File: src/rtl/vend_pkg.sv
// Shared coin encoding, coin values and dispenser state encoding for the vending controller.
// FAULT state exists only when HOPPER_TIMEOUT_EN is defined.
package vend_pkg;

  typedef enum logic [1:0] {
    COIN_NONE = 2'b00,
    NICKEL    = 2'b01,
    DIME      = 2'b10,
    QUARTER   = 2'b11
  } coin_e;

  localparam logic [3:0] NICKEL_U  = 4'd1;
  localparam logic [3:0] DIME_U    = 4'd2;
  localparam logic [3:0] QUARTER_U = 4'd5;

  typedef enum logic [2:0] {
    IDLE  = 3'd0,
    VEND  = 3'd1,
    SEL   = 3'd2,
    COIN  = 3'd3,
    DONE  = 3'd4
`ifdef HOPPER_TIMEOUT_EN
    ,
    FAULT = 3'd5
`endif
  } state_e;

endpackage

File: src/rtl/vend_change_dispenser_change_select.sv
// Combinational greedy coin picker: largest coin not exceeding the remaining change.
// remain=0 yields COIN_NONE with value 0.
module change_select
  import vend_pkg::*;
(
  input  logic [3:0] remain,
  output coin_e      coin,
  output logic [3:0] value
);

  always_comb begin
    coin  = COIN_NONE;
    value = 4'd0;
    if (remain >= QUARTER_U) begin
      coin  = QUARTER;
      value = QUARTER_U;
    end else if (remain >= DIME_U) begin
      coin  = DIME;
      value = DIME_U;
    end else if (remain != 4'd0) begin
      coin  = NICKEL;
      value = NICKEL_U;
    end
  end

endmodule

File: src/rtl/vend_change_dispenser.sv
// Vending output side: product release handshake, then coin-by-coin change payout to the hopper.
// Define HOPPER_TIMEOUT_EN to add a hopper ack timeout that parks the FSM in FAULT until reset.
module vend_change_dispenser
  import vend_pkg::*;
#(
  parameter int PRICE_UNITS    = 7,
  parameter int TIMEOUT_CYCLES = 255
) (
  input  logic       clk,
  input  logic       reset,
  input  logic       start,
  input  logic       refund,
  input  logic [3:0] credit,
  output logic       busy,
  output logic       product_req,
  input  logic       product_ack,
  output logic       coin_req,
  output logic [1:0] coin_code,
  input  logic       coin_ack,
  output logic       done,
  output logic [3:0] change_total,
  output logic       short_credit,
  output logic       fault
);

  localparam logic [3:0] PRICE = 4'(PRICE_UNITS);

  if (PRICE_UNITS < 1 || PRICE_UNITS > 15) begin : g_bad_price
    $error("PRICE_UNITS must be in 1..15");
  end
  if (TIMEOUT_CYCLES < 1) begin : g_bad_timeout
    $error("TIMEOUT_CYCLES must be at least 1");
  end

  // Handshakes: product_req and coin_req are held high until the matching ack is sampled
  // high on a rising edge; acks outside VEND/COIN are ignored.
  state_e     state, state_next;
  logic [3:0] remain;
  logic [3:0] acc;
  logic [3:0] coin_val;
  coin_e      coin_reg;
  coin_e      sel_coin;
  logic [3:0] sel_val;

  change_select u_change_select (
    .remain (remain),
    .coin   (sel_coin),
    .value  (sel_val)
  );

`ifdef HOPPER_TIMEOUT_EN
  localparam int TW = $clog2(TIMEOUT_CYCLES + 1);
  logic [TW-1:0] tmo_cnt;
  logic          tmo_hit;

  assign tmo_hit = (tmo_cnt == TW'(TIMEOUT_CYCLES - 1));

  always_ff @(posedge clk) begin
    if (reset) begin
      tmo_cnt <= '0;
    end else if (state == COIN) begin
      tmo_cnt <= tmo_cnt + 1'b1;
    end else begin
      tmo_cnt <= '0;
    end
  end
`endif

  always_ff @(posedge clk) begin
    if (reset) begin
      state <= IDLE;
    end else begin
      state <= state_next;
    end
  end

  always_comb begin
    state_next  = state;
    busy        = (state != IDLE);
    product_req = 1'b0;
    coin_req    = 1'b0;
    done        = 1'b0;
    fault       = 1'b0;
    case (state)
      IDLE: begin
        if (refund) begin
          state_next = SEL;
        end else if (start) begin
          state_next = (credit >= PRICE) ? VEND : SEL;
        end
      end
      VEND: begin
        product_req = 1'b1;
        if (product_ack) state_next = SEL;
      end
      SEL: begin
        state_next = (remain == 4'd0) ? DONE : COIN;
      end
      COIN: begin
        coin_req = 1'b1;
        if (coin_ack) begin
          state_next = SEL;
`ifdef HOPPER_TIMEOUT_EN
        end else if (tmo_hit) begin
          state_next = FAULT;
`endif
        end
      end
      DONE: begin
        done       = 1'b1;
        state_next = IDLE;
      end
`ifdef HOPPER_TIMEOUT_EN
      FAULT: begin
        fault = 1'b1;
      end
`endif
      default: state_next = IDLE;
    endcase
  end

  // Datapath: the coin picked in SEL is frozen in coin_reg/coin_val for the whole COIN wait.
  always_ff @(posedge clk) begin
    if (reset) begin
      remain       <= 4'd0;
      acc          <= 4'd0;
      coin_val     <= 4'd0;
      coin_reg     <= COIN_NONE;
      change_total <= 4'd0;
      short_credit <= 1'b0;
    end else begin
      case (state)
        IDLE: begin
          if (refund) begin
            remain <= credit;
          end else if (start) begin
            if (credit >= PRICE) begin
              remain       <= credit - PRICE;
              short_credit <= 1'b0;
            end else begin
              remain       <= credit;
              short_credit <= 1'b1;
            end
          end
        end
        SEL: begin
          coin_reg <= sel_coin;
          coin_val <= sel_val;
        end
        COIN: begin
          if (coin_ack) begin
            remain <= remain - coin_val;
            acc    <= acc + coin_val;
          end
        end
        DONE: begin
          change_total <= acc;
          acc          <= 4'd0;
        end
        default: ;
      endcase
    end
  end

  assign coin_code = coin_reg;

endmodule

File: config.mk
export PLATFORM = sky130hd
export DESIGN_NAME = vend_change_dispenser
export DESIGN_NICKNAME = d
export VERILOG_FILES = /design/src/rtl/vend_pkg.sv /design/src/rtl/vend_change_dispenser_change_select.sv /design/src/rtl/vend_change_dispenser.sv
export SDC_FILE = /design/constraint.sdc
export NUM_CORES = 1
export LEC_CHECK = 0
export ABC_CLOCK_PERIOD_IN_PS = 1450
export BUFFER_PORTS_ARGS = -buffer_cell sky130_fd_sc_hd__buf_2
export CELL_PAD_IN_SITES_DETAIL_PLACEMENT = 1
export CELL_PAD_IN_SITES_GLOBAL_PLACEMENT = 1
export CORE_ASPECT_RATIO = 0.8
export CORE_MARGIN = 1.5
export CORE_UTILIZATION = 36
export CTS_CLUSTER_SIZE = 14
export DETAILED_ROUTE_END_ITERATION = 12
export PLACE_DENSITY_LB_ADDON = 0.3
export SYNTH_ARGS = -nofsm -noshare
export SYNTH_HDL_FRONTEND = slang
export SYNTH_SLANG_ARGS = --single-unit
export TNS_END_PERCENT = 50
File: constraint.sdc
create_clock -name clk -period 1.45 [get_ports clk]
set_input_delay 0.0725 -clock clk [delete_from_list [all_inputs] [get_ports clk]]
set_output_delay 0.0725 -clock clk [all_outputs]
set_load 0.05 [all_outputs]
== After elaboration in Yosys (flattened, before gate mapping) ==
Index checks and enable logic that the tools add are counted.

* $add $sub $neg: 3
* Order comparisons: 3
* Eq/ne operators: 7
* Multiplexer cells: 24
* Bitwise gates (word level): 1
* Reduce and logical (&&, ||, !) cells: 10

{| class="wikitable"
|+ Operators with widths
! operator !! count
|-
| $mux 4 || 7
|-
| $pmux 4 s2 || 2
|-
| $mux 3 || 5
|-
| $pmux 3 s4 || 1
|-
| $reduce_and 3->1 || 3
|-
| $ge 4x3->1 const B || 2
|-
| $eq 3x2->1 const B || 2
|-
| $mux 1 || 6
|-
| $mux 2 || 3
|-
| $add 4x4->4 || 1
|-
| $ge 4x2->1 const B || 1
|-
| $logic_not 4->1 || 1
|-
| $ne 2x2->1 const B || 2
|-
| $reduce_bool 2->1 || 2
|-
| $reduce_bool 4->1 || 1
|-
| $sub 4x3->4 const B || 1
|-
| $sub 4x4->4 || 1
|-
| $eq 3x1->1 const B || 1
|-
| $eq 3x3->1 const B || 1
|-
| $logic_not 3->1 || 1
|-
| $ne 3x3->1 const B || 1
|-
| $reduce_bool 3->1 || 1
|-
| $reduce_and 2->1 || 1
|-
| $not 1->1 || 1
|}

* Flip-flop bits (word level): 22
* Bits of input ports: 10
* Word-level logic and storage cells: 55

== Depth between registers and ports, before layout ==
Gate-level depths: netlist of the first run.

* Depth after elaboration: 5
* Depth in mapped cells: 7
* Mapped depth without buffers: 7

== Hierarchy ==
From an unflattened synthesis of the first run, not the netlist that was laid out.

* Cells, all modules: 166
* Area, all modules: 1411.4 um2

{| class="wikitable"
|+ Modules (own cells, without submodules)
! module !! times used !! cells an instance !! area an instance (um2) !! seq. area each (um2)
|-
| vend_change_dispenser || 1 || 156 || 1336.3 || 440.4
|-
| change_select || 1 || 10 || 75.1 || 0.0
|}

== Least setup slack after synthesis of the first run ==
OpenSTA, ideal clock, no wires.

* Path kind: register to output
* Start point: register state[0]
* End point: output port product_req
* Data arrival time: 1.577 ns
* Required time: 1.378 ns
* Path slack: -0.200 ns
* Stages on the path, launching flop included: 4
* Buffers on the path: 1
* Cells stage by stage: dfxtp_1 > buf_4 > inv_1 > nor3_1

* Cells in the longest elaborated chain, start to end: 2

{| class="wikitable"
|+ RTL lines
! item !! line !! RTL
|-
| start, declared || vend_change_dispenser.sv:37 || <nowiki>state_e state, state_next;</nowiki>
|-
| start signal, assigned || vend_change_dispenser.sv:73 || <nowiki>state <= state_next;</nowiki>
|-
| $eq 3x1->1 || vend_change_dispenser.sv:84 || <nowiki>case (state)</nowiki>
|-
| $mux 1 || vend_change_dispenser.sv:84 ||
|-
| end, declared || vend_change_dispenser.sv:15 || <nowiki>output logic product_req,</nowiki>
|}

No other way between the ends.

== Worst setup path in the final report of the first run ==
* Start point: register remain[1]
* End point: register remain[2]

* Cells in the longest elaborated chain, start to end: 3

{| class="wikitable"
|+ RTL lines
! item !! line !! RTL
|-
| start, declared || vend_change_dispenser.sv:38 || <nowiki>logic [3:0] remain;</nowiki>
|-
| start signal, assigned || vend_change_dispenser.sv:135 || <nowiki>remain <= credit;</nowiki>
|-
| start signal, assigned || vend_change_dispenser.sv:138 || <nowiki>remain <= credit - PRICE;</nowiki>
|-
| start signal, assigned || vend_change_dispenser.sv:141 || <nowiki>remain <= credit;</nowiki>
|-
| $sub 4x4->4 || vend_change_dispenser.sv:152 || <nowiki>remain <= remain - coin_val;</nowiki>
|-
| $mux 4 || vend_change_dispenser.sv:151 || <nowiki>if (coin_ack) begin</nowiki>
|-
| $pmux 4 s2 || vend_change_dispenser.sv:132 || <nowiki>case (state)</nowiki>
|}

No other way between the ends. The select of a mux whose other input is x is not followed.
A chain may end at the register's enable or synchronous reset.

==> flow_summary.ini, run 1 <==
[critical_path]
crit_chain = buf_4, fa_1, xnor2_1, a211o_1, a21oi_2
required_ns = 1.64
cp_top_family = adder cells
cp_slowest_cell = fa_1
startpoint_type = flip-flop
r2r_setup_slack_ns = -0.11
path_max_fanout = 4
worstPathArrival_ns = 1.75
worst_r2r_path_depth = 5
slowest_delay_ns = 0.42
timing.rr.end = remain[2]
crit_path_end_kind = flip-flop
worst-path-buf-inv = 1
critPathKind = reg -> reg
r2r_start = remain[1]

[min_path]
min_to = state[0]
hold_depth = 4
worstHoldPathType = in -> reg
worstHoldStart = product_ack

[drt]
drtIter0Drc = 42
routed_via_density = 5.42
wire_per_inst_um = 17.5
vias = 1209
wirelength_um = 3910
remaining_drc_errors = 0
antenna_left = 0
drt_first_pass_iters = 4

[finish]
nFillCells = 377
instances_no_fill = 223
most-common-layout-cells = buf_4, nor2_1, buf_2
antenna_cells_inserted = 0
fin_nets = 203
drive_gt1_frac = 0.432
post-route-util = 0.531
syn2layout_area_growth_pct = 37.6
layout_commonest_cell = buf_4

[placed_design]
pre_cts_ws_ns = -0.234
dpl.hpwl_um = 2750
dpl.cell_count = 215
io_buffers = 20
gp_congestion = 0.796

[synthesis]
synthesis.area_mm2 = 0.00122
ys_seq_area_frac = 0.327
yosysWarnings = 0
synth-seq-cells = 20
postSynthAreaPerCell_um2 = 8.39
yosysTopAreaCell = dfxtp_1
synth_area_leaders = dfxtp_1, ha_1, a21oi_1
async_flop_share = 0
synth_edf_count = 0
yosysTopAreaCellShare = 0.327
syn_nets = 165
synth_ff_type = dfxtp_1
synth_cell_types = 45
synth_cells = 146

[pwr]
p_int_uw = 1580
combPwrFrac = 0.555
p_per_area_mw_per_mm2 = 1640
p_sw_uw = 1190
pwr-share-seq = 0.286
peakVddDrop_v = 0.000969
p_leak_uw = 0.000688
swShare = 0.430
pwr-share-clk = 0.159

[status]
outcome = complete, but fails checks
violations = negative setup slack

[cts]
cts_root_buf = clkbuf_8
numCtsBuffers = 3
cts_tree = built
clkTransAtPathRegs_ns = 0.08
clk_latency_ns = 0.27
cts.sinks = 20
htreeDepth = 1
ctsLongestPathBuffers = 2

[timing]
skew_ns = 0.0100
fin_crit_ns = 1.56
maxSlewViolCount = 0
hold_viol = 0
max_freq_ghz = 0.641
setup_viol = 6
finalSetupTns_ns = -0.300
layout_setup_ws_ns = -0.110
grt_setup_unrepaired = true
finalCritPeriodShare = 1.08
whs_ns = 0.199

[floorplan]
rows = 18
dieWidth_um = 68.2
ios = 22
coreArea_mm2 = 0.00318
die_y_um = 55.2
die-area_mm2 = 0.00376
start_util = 0.386

[grt]
grt_usage = 0.222
grt_overflow_total = 0
grt_pass1_vias = 1268
grt_pass1_wl_um = 6010
grt_max_degree = 22
antenna_found_initial = 0

[job]
cap_violations = 0
per-stage QoR:
stage	total power [uW]	cell area [um^2]
after floorplan	1650	1230
after global placement	1970	1460
after detailed placement	2040	1460
after CTS	2650	1600
after global routing	2940	1690
final	2770	1690
how the worst max path moves through the flow:
stage | start | to | cells past startpoint | slack (ns)
after floorplan | coin_code[0] | remain[1] | 6 | -0.09
after global placement | remain[0] | remain[2] | 7 | -0.11
after detailed placement | coin_val[1] | remain[3] | 7 | -0.23
after CTS | remain[0] | remain[1] | 7 | -0.09
after global routing | remain[0] | remain[2] | 7 | -0.16
final | remain[1] | remain[2] | 5 | -0.11
tightest hold or removal path, stage by stage:
cell and delay [ns]:
buf_2 0.10, mux2i_1 0.07, nor2_1 0.11, a2111oi_1 0.08
what timing repair did:
action,CTS,global route
pin swaps,7,8
setup endpoints to repair,14,15
setup buffers,2,2
resized for setup,25,15
hold buffers,0,0
synthesized netlist by cell type (2+ instances only):
cell type,instances
inv_1,9
nor2b_1,4
xor2_1,2
fa_1,2
a22oi_1,2
nand2_1,8
nor2_1,18
buf_4,3
and2_1,2
xnor2_1,2
dfxtp_1,20
o22ai_1,2
ha_1,7
nor3_1,6
clkbuf_1,2
mux2i_1,6
o21ai_0,9
a21oi_1,14
or3_1,2
sequential cells by signal (all words and copies together) (netlist names):
| name | flops |
|---|---|
| coin_val | 2 |
| remain | 4 |
| acc | 4 |
| coin_code | 2 |
| short_credit | 1 |
| state | 3 |
| change_total | 4 |
area by class of cell:
cell class                 count  area (um^2)  share of cell area
multi-input combinational    109          856               0.508
sequential                    20          412               0.244
timing repair buffer          40          275               0.163
clock buffer                   4         55.1              0.0327
tap                           40         50.0              0.0297
inverter                      10         37.5              0.0223
power groups by stage:
stage | registers (uW) | logic [uW] | clock network (uW)
2_1_floorplan | 775 | 877 | 0
3_3_place_gp | 755 | 1210 | 0
3_5_place_dp | 769 | 1270 | 0
4_1_cts | 783 | 1420 | 449
5_1_grt | 802 | 1660 | 474
6_report | 790 | 1540 | 441
cells by family after synthesis:
| family | share of synthesized area |
|---|---|
| AOI/OAI and AO/OA | 0.189 |
| xor gates and xnor gates | 0.0286 |
| adders and majority gates | 0.104 |
| buffers and inverters | 0.0684 |
| DFF | 0.327 |
| muxes | 0.0490 |
| other | 0.00306 |
| and+or+nand+nor | 0.231 |
per-layer routing:
layer  vias up  part of all wire  global-route usage
met5         -                 0                   0
met3         2             0.032              0.0425
met1       603              0.43               0.254
met2        26              0.53               0.445
li1        578                 -                   -
met4         0            0.0041              0.0200
No activity file was read; power rests on OpenSTA's default activity.
==> run 2: changes to the inputs <==
--- a/config.mk
+++ b/config.mk
@@ -15,6 +15,7 @@
 export CTS_CLUSTER_SIZE = 14
 export DETAILED_ROUTE_END_ITERATION = 12
 export PLACE_DENSITY_LB_ADDON = 0.3
+export REMOVE_ABC_BUFFERS = 1
 export SYNTH_ARGS = -nofsm -noshare
 export SYNTH_HDL_FRONTEND = slang
 export SYNTH_SLANG_ARGS = --single-unit
==> flow_summary.ini, run 2 (synthesis results as in run 1) <==
[timing]
skew_ns = 0.00104
setup_viol = 5
hold_viol = 0
layout_setup_ws_ns = -0.176
fin_crit_ns = 1.63
grt_setup_unrepaired = true
finalCritPeriodShare = 1.12
maxSlewViolCount = 0
max_freq_ghz = 0.615
whs_ns = 0.153

[critical_path]
startpoint_type = flip-flop
required_ns = 1.62
critPathKind = reg -> reg
r2r_setup_slack_ns = -0.18
path_max_fanout = 2
crit_path_end_kind = flip-flop
worstPathArrival_ns = 1.80

[cts]
cts.sinks = 20
numCtsBuffers = 3
ctsLongestPathBuffers = 2
clk_latency_ns = 0.26
clkTransAtPathRegs_ns = 0.07
cts_hold_buf = 0
cts_root_buf = clkbuf_8
htreeDepth = 1
cts_tree = built

[pwr]
p_per_area_mw_per_mm2 = 1620
peakVddDrop_v = 0.000828
p_leak_uw = 0.000663

[drt]
wirelength_um = 3350
wire_per_inst_um = 15.4
drt_first_pass_iters = 4
drtIter0Drc = 38
routed_via_density = 5.28
antenna_left = 0
vias = 1150
remaining_drc_errors = 0

[finish]
most-common-layout-cells = buf_2, nor2_1, buf_4
antenna_cells_inserted = 0
instances_no_fill = 218
fin_nets = 199
layout_commonest_cell = buf_2
syn2layout_area_growth_pct = 29.0
nFillCells = 393
drive_gt1_frac = 0.376
largestRegisters = acc x4, change_total x4, remain x4

[floorplan]
die_y_um = 55.2
dieWidth_um = 68.2
rows = 18
coreArea_mm2 = 0.00318
ios = 22
start_util = 0.386
die-area_mm2 = 0.00376

[grt]
antenna_found_initial = 0
grt_pass1_vias = 1113
grt_max_degree = 22
grt_usage = 0.192
grt_pass1_wl_um = 5270
grt_overflow_total = 0

[placed_design]
dpl.hpwl_um = 2460
dpl.cell_count = 213
gp_congestion = 0.772
pre_cts_ws_ns = -0.251
io_buffers = 20

[status]
violations = negative setup slack
outcome = complete, but fails checks

[job]
cap_violations = 0

[min_path]
worstHoldPathType = in -> reg
## run 2: what timing repair did
action                                 CTS  global route
endpoints found under the hold margin    0             0
gates resized for setup                 19             9
pin swaps                                3             7
setup endpoints to repair               11            12
buffers inserted                         1             1
## run 2: final cells by class
class / count / area (um^2) / share of cell area
Tap cell: 40 / 50.0 / 0.0317
Clock buffer: 3 / 41.3 / 0.0261
Inverter: 10 / 37.5 / 0.0238
Sequential cell: 20 / 412 / 0.260
Timing Repair Buffer: 36 / 241 / 0.153
Multi-Input combinational cell: 109 / 798 / 0.505
## run 2: path summary, 6_finish.rpt
check	end	start	depth (start not counted)
worst max-delay path	remain[1]	remain[0]	7
worst min-delay path	state[0]	product_ack	4
worst max register to register	remain[1]	remain[0]	7
worst min register to register	short_credit	short_credit	2
## run 2: layer usage
layer / track usage / up-vias / part of all wire / wire length, um
li1: - / 572 / - / -
met1: 0.244 / 554 / 0.46 / 1550
met2: 0.337 / 22 / 0.50 / 1680
met3: 0.0486 / 2 / 0.034 / 115
met4: 0.0333 / 0 / 0.0036 / 12
met5: 0 / - / 0 / 0
## run 2: report_power, final
part | internal, uW | switching [uW] | total (uW)
sequential | 660 | 129 | 789
clock | 185 | 187 | 373
combinational | 600 | 801 | 1400
total | 1450 | 1120 | 2560
## run 2: through the flow
stage | power (uW) | utilization | setup TNS (ns) | instance area (um^2)
final | 2560 | 0.498 | -0.468 | 1580
after global routing | 2740 | 0.498 | -1.01 | 1580
after CTS | 2510 | 0.490 | -0.325 | 1560
after detailed placement | 2000 | 0.455 | -0.764 | 1450
after global placement | 1940 | 0.455 | -0.330 | 1450
after floorplan | 1570 | - | -2.34 | 1180
## run 2: critical path, stage by stage (launching register included)
cell and delay, ns:
dfxtp_2 0.33, inv_2 0.07, ha_4 0.13, inv_2 0.04, fa_1 0.47, nor2_1 0.05
a311o_1 0.27, a21oi_1 0.18
==> run 3: changes to the inputs <==
--- a/config.mk
+++ b/config.mk
@@ -14,7 +14,7 @@
 export CORE_UTILIZATION = 36
 export CTS_CLUSTER_SIZE = 14
 export DETAILED_ROUTE_END_ITERATION = 12
-export PLACE_DENSITY_LB_ADDON = 0.3
+export PLACE_DENSITY_LB_ADDON = 0.1
 export REMOVE_ABC_BUFFERS = 1
 export SYNTH_ARGS = -nofsm -noshare
 export SYNTH_HDL_FRONTEND = slang
==> constraint.sdc (replaced) <==
create_clock -name clk -period 1.45 [get_ports clk]
set_input_delay 0.29 -clock clk [delete_from_list [all_inputs] [get_ports clk]]
set_output_delay 0.29 -clock clk [all_outputs]
set_load 0.05 [all_outputs]
==> flow_summary.ini, run 3 (synthesis results as in run 1) <==
[drt]
drt_first_pass_iters = 2
routed_via_density = 5.28
antenna_left = 0
remaining_drc_errors = 0
drtIter0Drc = 28
vias = 1193
wirelength_um = 3540
wire_per_inst_um = 15.7

[timing]
maxSlewViolCount = 0
whs_ns = 0.400
grt_setup_unrepaired = true
hold_viol = 0
finalSetupTns_ns = -0.551
fin_crit_ns = 1.59
max_freq_ghz = 0.629
finalCritPeriodShare = 1.10
setup_viol = 9
layout_setup_ws_ns = -0.140
skew_ns = 0.00639

[finish]
layout_commonest_cell = buf_4
largestRegisters = acc x4, change_total x4, remain x4
nFillCells = 383
postLayoutCellArea_mm2 = 0.00169
drive_gt1_frac = 0.446
syn2layout_area_growth_pct = 37.9
multi_input_area_um2 = 817
antenna_cells_inserted = 0
fin_nets = 207
regArea_um2 = 414
most-common-layout-cells = buf_4, buf_2, nor2_1
instances_no_fill = 226

[status]
outcome = complete, but fails checks
violations = negative setup slack

[min_path]
min_to = state[0]
worstHoldPathType = in -> reg
worstHoldStart = product_ack
hold_depth = 4

[critical_path]
timing.rr.end = remain[1]
worst_r2r_path_depth = 7
crit_start = remain[0]
path_max_fanout = 2
required_ns = 1.64
crit_path_end_kind = flip-flop
worstPathArrival_ns = 1.78
r2r_start = remain[0]
critPathKind = reg -> reg
startpoint_type = flip-flop
r2r_setup_slack_ns = -0.14

[cts]
cts_root_buf = clkbuf_8
numCtsBuffers = 3
clkTransAtPathRegs_ns = 0.07
htreeDepth = 1
cts_hold_buf = 0
clk_latency_ns = 0.26
cts_tree = built
ctsLongestPathBuffers = 2
cts.sinks = 20

[placed_design]
dpl.cell_count = 218
io_buffers = 20
dpl.hpwl_um = 2590
gp_congestion = 0.758
postPlaceCellArea_mm2 = 0.00148

[floorplan]
start_util = 0.386
rows = 18
ios = 22
die_y_um = 55.2
coreArea_mm2 = 0.00318
dieWidth_um = 68.2
die-area_mm2 = 0.00376

[grt]
grt_pass1_vias = 1195
grt_max_degree = 22
grt_usage = 0.205
grt_overflow_total = 0
grt_pass1_wl_um = 5490
antenna_found_initial = 0

[pwr]
p_leak_uw = 0.000707
p_per_area_mw_per_mm2 = 1620
p_total_uw = 2730
peakVddDrop_v = 0.000715

[job]
cap_violations = 0
==> run 3: per-stage QoR <==
stage | setup WS (ns) | util
final | -0.140 | 0.532
after global routing | -0.198 | 0.532
after CTS | -0.159 | 0.509
after detailed placement | -0.225 | 0.467
after global placement | -0.113 | 0.467
after floorplan | -0.526 | -
==> run 3: metal layers <==
metal / vias to the layer above / part of all wire / GRT usage
met1: 578 / 0.46 / 0.235
met5: - / 0 / 0
met4: 0 / 0.017 / 0.0700
met2: 19 / 0.49 / 0.380
li1: 588 / - / -
met3: 8 / 0.027 / 0.0445
==> run 3: final cells by class <==
class | count | area share
multi-input cells | 109 | 0.484
flip-flops and latches | 20 | 0.245
repair buffers | 44 | 0.195
well taps | 40 | 0.0296
clock buffers | 3 | 0.0244
inverters | 10 | 0.0222
==> run 3: repair_timing <==
item / 4_1_cts / 5_1_grt
setup endpoints to repair: 11 / 15
resized for setup: 28 / 18
pin swaps: 8 / 12
endpoints found under the hold margin: 0 / 0
buffers inserted: 2 / 3
==> run 3: worst max-delay path by stage <==
stage                       end
finish                remain[1]
global route          remain[3]
CTS                   remain[1]
detailed placement    remain[1]
global placement      remain[1]
floorplan           product_req
==> run 3: critical path, cell delays in order (launching register included) <==
cell and delay [ns]:
dfxtp_2 0.32, inv_2 0.07, ha_4 0.13, inv_2 0.04, fa_2 0.53, nor2_2 0.04, a311o_1 0.27, a21oi_1 0.12
==> run 3: power breakdown <==
part	internal, uW	switching, uW
clock network	185	181
logic	729	849
registers	662	127
